<file path="src/rtl/serial_frame_capture.sv">
// ============================================================================
// Module      : serial_frame_capture
// Description : Samples a 1-bit serial stream (one bit per counter step),
//               assembles FRAME_LEN bits into a parallel frame word plus its
//               ones-count, and hands the frame off through a 1-entry
//               valid/ready output buffer. Tracks dropped frames (sticky
//               overflow) and mid-frame restarts (sync_err pulse).
// Revision    : 1.0 - initial release
// ============================================================================
`default_nettype none

module serial_frame_capture #(
    parameter int FRAME_LEN = 10,
    parameter int CNT_W     = 4,
    parameter int ONES_W    = 4
) (
    input  logic                 clk,
    input  logic                 rst,
    input  logic                 bit_in,
    input  logic                 bit_en,
    input  logic                 frame_start,
    input  logic                 frame_ready,
    input  logic                 clear_ovf,
    output logic [FRAME_LEN-1:0] frame_data,
    output logic [ONES_W-1:0]    frame_ones,
    output logic                 frame_valid,
    output logic                 overflow,
    output logic                 sync_err
);

    typedef enum logic [0:0] {
        HUNT    = 1'b0,
        COLLECT = 1'b1
    } state_t;

    localparam logic [CNT_W-1:0] c_LAST_IDX = CNT_W'(FRAME_LEN - 1);
    localparam logic [CNT_W-1:0] c_IDX_ONE  = CNT_W'(1);

    state_t                 state_q;
    logic [CNT_W-1:0]       idx_q;
    logic [FRAME_LEN-1:0]   shift_q;
    logic [FRAME_LEN-1:0]   frame_data_q;
    logic [ONES_W-1:0]      frame_ones_q;
    logic                   frame_valid_q;
    logic                   overflow_q;
    logic                   sync_err_q;

    // Candidate completed word: collected bits with the final bit merged in
    logic [FRAME_LEN-1:0]   frame_word_d;
    logic [ONES_W-1:0]      frame_ones_d;
    logic                   buf_free;

    // Build the completed word and its popcount so both register together
    always_comb begin
        frame_word_d                = shift_q;
        frame_word_d[FRAME_LEN-1]   = bit_in;
        frame_ones_d                = '0;
        for (int i = 0; i < FRAME_LEN; i++) begin
            frame_ones_d = frame_ones_d + ONES_W'(frame_word_d[i]);
        end
    end

    // Buffer can take a new frame if empty or being drained on this edge
    assign buf_free = !frame_valid_q || frame_ready;

    // Frame assembly FSM with registered output buffer and status flags.
    // Later assignments in this block intentionally override earlier ones
    // (completion overrides consume, overflow set overrides clear).
    always_ff @(posedge clk or posedge rst) begin
        if (rst) begin
            state_q       <= HUNT;
            idx_q         <= '0;
            shift_q       <= '0;
            frame_data_q  <= '0;
            frame_ones_q  <= '0;
            frame_valid_q <= 1'b0;
            overflow_q    <= 1'b0;
            sync_err_q    <= 1'b0;
        end else begin
            sync_err_q <= 1'b0;

            if (frame_valid_q && frame_ready) begin
                frame_valid_q <= 1'b0;
            end

            if (clear_ovf) begin
                overflow_q <= 1'b0;
            end

            if (bit_en) begin
                case (state_q)
                    HUNT: begin
                        // Bits outside a frame are dropped until a start is seen
                        if (frame_start) begin
                            shift_q <= FRAME_LEN'(bit_in);
                            idx_q   <= c_IDX_ONE;
                            state_q <= COLLECT;
                        end
                    end
                    COLLECT: begin
                        if (frame_start) begin
                            // Realign: the partial frame is abandoned
                            shift_q    <= FRAME_LEN'(bit_in);
                            idx_q      <= c_IDX_ONE;
                            sync_err_q <= 1'b1;
                        end else if (idx_q == c_LAST_IDX) begin
                            idx_q   <= '0;
                            state_q <= HUNT;
                            if (buf_free) begin
                                frame_data_q  <= frame_word_d;
                                frame_ones_q  <= frame_ones_d;
                                frame_valid_q <= 1'b1;
                            end else begin
                                // Old frame is kept; the new one is lost
                                overflow_q <= 1'b1;
                            end
                        end else begin
                            shift_q[idx_q] <= bit_in;
                            idx_q          <= idx_q + c_IDX_ONE;
                        end
                    end
                    default: begin
                        state_q <= HUNT;
                        idx_q   <= '0;
                    end
                endcase
            end
        end
    end

    assign frame_data  = frame_data_q;
    assign frame_ones  = frame_ones_q;
    assign frame_valid = frame_valid_q;
    assign overflow    = overflow_q;
    assign sync_err    = sync_err_q;

endmodule

`default_nettype wire
</file>
<file path="config.mk">
export PLATFORM = sky130hd
export DESIGN_NAME = serial_frame_capture
export DESIGN_NICKNAME = d
export VERILOG_FILES = /design/src/rtl/serial_frame_capture.sv
export SDC_FILE = /design/constraint.sdc
export NUM_CORES = 1
export LEC_CHECK = 0
export CAP_MARGIN = 20
export CORE_ASPECT_RATIO = 0.9
export CORE_MARGIN = 2
export CORE_UTILIZATION = 58
export DETAILED_ROUTE_END_ITERATION = 10
export HOLD_SLACK_MARGIN = 0.15
export PLACE_DENSITY = 0.84
export SYNTH_ARGS = -nofsm -noshare
export SYNTH_HDL_FRONTEND = slang
export SYNTH_SLANG_ARGS = --single-unit
</file>
<file path="constraint.sdc">
create_clock -name clk -period 4.5 [get_ports clk]
set_input_delay 1.125 -clock clk [delete_from_list [all_inputs] [get_ports clk]]
set_output_delay 1.125 -clock clk [all_outputs]
set_load 0.05 [all_outputs]
</file>
[After elaboration in Yosys (flattened, before gate mapping)]
Cells that the tools add are included.
Cells by class
  bitwise operators: 2
  $add $sub $neg: 10
  reductions and logical operators: 7
  equal/unequal tests: 3
  magnitude comparators: 2
  multiplexer cells: 29
Operator list (count)
  $mux W10: 3
  $add A4 B1 Y4: 6
  $pmux W10 S2: 1
  $mux W1: 18
  $mux W4: 3
  $bwmux W10: 1
  $pmux W4 S2: 1
  $lt A4 B5 Y1 const B: 1
  $reduce_and A5 Y1: 1
  $add A3 B1 Y4: 1
  $add A4 B1 Y4 const B: 1
  $demux W1 S4: 1
  $eq A4 B4 Y1 const B: 1
  $ge A4 B1 Y1 const B: 1
  $add A2 B1 Y3: 1
  $ne A3 B3 Y1 const B: 1
  $reduce_and A3 Y1: 1
  $add A1 B1 Y2: 1
  $logic_and A1 B1 Y1: 2
  $ne A2 B2 Y1 const B: 1
  $not A1 Y1: 2
  $pmux W1 S2: 1
  $reduce_and A2 Y1: 1
  $logic_not A1 Y1: 1
  $logic_or A1 B1 Y1: 1
Word-level totals
  bits of input ports: 7
  logic and storage cells: 61
  bits in registers: 32
  output and inout port bits: 17

[Logic depth before layout (Yosys ltp)]
  word-level depth: 9
  mapped depth: 10
  gate-level depth less buffers: 10

[Worst setup path before layout]
No wires, ideal clock.
  path type: input to register
  from: in bit_in
  to: reg frame_ones_q[2] (netlist: frame_ones[2])
  arrival: 3.615 ns
  path buffers: 0
  setup slack: 0.761 ns
  required time: 4.375 ns
  stages on the path: 10
  cells stage by stage: fa_1 inv_1 fa_1 fa_1 inv_1 ha_1 inv_1 fa_1 xor2_1 mux2_2
Between the ends
  longest elaborated chain between the ends: 1
Ends and longest elaborated chain
  start, declared: line 19  | input logic bit_in,
  $add A4 B1 Y4: line 59  | frame_ones_d = frame_ones_d + ONES_W'(frame_word_d[i]);
  end signal, assigned: line 111  | frame_ones_q <= frame_ones_d;
  end, declared: line 43  | logic [ONES_W-1:0] frame_ones_q;
No other way between the ends.
A chain may end at the register's enable or synchronous reset.

[Worst setup path in the final report]
Same ends and word-level chain as after synthesis.

==> key figures <==
Logic synthesis
  – Post-synth EDFFs: 0
  – FF+latch count, synth: 31
  – Top post-synthesis cells by area: dfrtp_1 (45%), mux2_4 (7.9%), fa_1 (7.0%), inv_1 (4.2%), mux2_2 (2.6%)
  – Mapped cell area: 1720 sq um
  – Main synth FF type: dfrtp_1
  – Async set-reset flop share out of synthesis: 100%
  – Synth top area share: 45.2%
  – Seq/Total Area, Yosys: 45.2%
  – Synth Warn #: 0
  – Syn Area/Cell: 11.3 sq um
  – Total nets after synthesis: 167
  – Synth Instances: 152
  – Synth area leader: dfrtp_1
  – Yosys cell types: 41

Timing
  – Tmin final: 4.03 ns
  – Final setup viols: 0
  – Final Hold Vio Count: 0
  – Final TNS setup: 0 ns
  – Max Slew Vio Count: 0
  – Fmax achieved: 248 MHz
  – Setup Skew: 0.00954 ns
  – Relative slew margins: 65.6%
  – Worst-margin pin slew: 0.514 ns
  – Hold Slack: 0.509 ns
  – RSZ-0062 raised after global routing: no
  – Tcrit/Tclk final: 89.5%

Drt
  – # DRC: 0
  – Drt total wl: 3640 um
  – Per-cell routed wire length: 16.9 um
  – DR iter-0 viols: 90
  – Final ANT Viol Nets: 0
  – Via count: 1311
  – Via-per-instance ratio: 6.10
  – Pre-antenna DRT Iters: 4

Finish
  – Commonest non-fill, non-tap cell in the layout: dfrtp_1
  – Most frequent cells in the layout: dfrtp_1 (31), clkdlybuf4s50_1 (23), inv_1 (19)
  – Layout fillers: 220
  – Area of the multi-input gates: 817 sq um
  – N_diodes: 0
  – FF/Latch Area: 776 sq um
  – Fin util: 73.0%
  – Share of layout cells above drive strength 1: 12.6%
  – Final net count: 189
  – P&R area growth vs syn: 17.9%

Critical path
  – R2R setup slack: 1.37 ns
  – Critical Path Fanout Max: 4
  – Required @ worst endpoint: 4.72 ns
  – Worst path arrival time: 4.24 ns
  – Setup Crit Path Kind: in2reg
  – Crit path launch type: primary input
  – Reg2Reg Depth: 10
  – Crit end category: flop

Placed design
  – Routability Congestion: 0.905
  – IO Port Bufs: 23
  – HPWL Detailed: 2730 um

Power and ir drop
  – Power, Total: 645 uW
  – Static leakage: 0.000944 uW
  – Worst vdd ir: 256 uV
  – PwrDens: 319 nW/um^2

Worst hold path
  – Worst Hold Class: reg2reg
  – Hold Crit Depth: 1

Global routing
  – Vias in the first global route: 1326
  – Remaining Overflow, GRT: 0
  – Largest net degree at the start of global routing: 22
  – First-pass GRT wire length: 6090 um
  – Initial antenna violation count: 0
  – Gr usage total: 24.6%

Clocking
  – CTS tree: done
  – Root Driver: clkbuf_4
  – Sink Count: 31
  – H-tree depth: 2
  – CTS buffer count: 5
  – Clk_lat worst skew: 0.33 ns
  – Post-cts sizing count: 0
  – Clk slew on worst S/H paths: 0.10 ns
  – # hold bufs at CTS: 0
  – CTS max path bufs: 2
  – # Post-CTS Setup Buffers: 0

Run
  – Max-Cap Viols: 0

Floorplan
  – Die ar.: 3410 sq um
  – Num rows: 18
  – Die width: 61.3 um
  – Initial core utilization: 61.9%
  – I/O pin total: 24
  – Core Region: 2770 sq um
  – Die H: 55.6 um

Status
  – Run status: complete, no violations
==> sequential cells by signal, indices dropped and copies added, names as in the netlist <==
name / count
sync_err: 1
shift_q: 9
state_q: 1
frame_ones: 4
overflow: 1
frame_data: 10
frame_valid: 1
idx_q: 4
==> layout make-up <==
type | count | share of cell area [%]
clock buffer | 7 | 2.23
sequential | 31 | 38.4
clock inverter | 1 | 0.248
timing repair buffer | 24 | 12.7
multi-input combinational | 93 | 40.4
tap | 40 | 2.48
inverter | 19 | 3.53
==> layer usage <==
metal  global-route usage (%)  part of all wire [%]  up-vias
met5                        0                     0        -
met4                     11.8                   2.9        0
met3                     9.53                   7.5       12
met2                     36.2                    52       66
met1                     31.4                    38      649
li1                         -                     -      584
==> cells by family (layout without fill, tap and decap cells) <==
logic type	after synthesis	in the layout	synth area share, %
and+or+nand+nor	40	40	14.7
adders and majority gates	8	8	8.46
buffers and inverters	28	51	7.15
DFF	31	31	45.2
AOI/OAI and AO/OA	29	29	12.3
muxes	14	14	11.1
xor gates and xnor gates	2	2	1.02
==> where the power goes <==
group	internal [uW]	switching (uW)
logic	62.8	86.2
clock network	60.8	90.9
registers	298	46.7
==> final timing paths <==
kind,startpoint,to
max,bit_in,frame_ones[2]$_DFFE_PP0P_
max in group asynchronous,rst,frame_data[6]$_DFFE_PP0P_
min reg2reg,frame_data[9]$_DFFE_PP0P_,frame_data[9]$_DFFE_PP0P_
max reg2reg,shift_q[4]$_DFFE_PP0P_,frame_ones[2]$_DFFE_PP0P_
min,frame_data[9]$_DFFE_PP0P_,frame_data[9]$_DFFE_PP0P_
min in group asynchronous,rst,shift_q[8]$_DFFE_PP0P_
==> per-stage QoR <==
stage,area [sq um],instances,worst slack [ns]
final,2020,215,0.475
after global routing,2020,215,0.383
after CTS,2020,215,0.467
after detailed placement,1970,207,0.0984
after global placement,1940,206,0.225
after floorplan,1720,152,0.761
==> worst max-delay path: stages <==
cell	delay (ns)
clkdlybuf4s50_1	0.49
fa_1	0.55
inv_1	0.05
fa_1	0.52
fa_1	0.40
inv_1	0.07
ha_1	0.16
inv_1	0.05
fa_1	0.38
xor2_1	0.17
mux2_2	0.27
==> cells in the mapped netlist, drive strengths merged, types with 3 or more instances <==
library cell,count
nor2,5
mux2,13
nand2,8
o211ai,4
o21ai,7
fa,6
o311ai,3
buf,4
a211o,3
inv,19
a32o,3
nand3,7
nand4,3
dfrtp,31
clkbuf,5
Note: power is estimated with default switching activity, not from simulation.
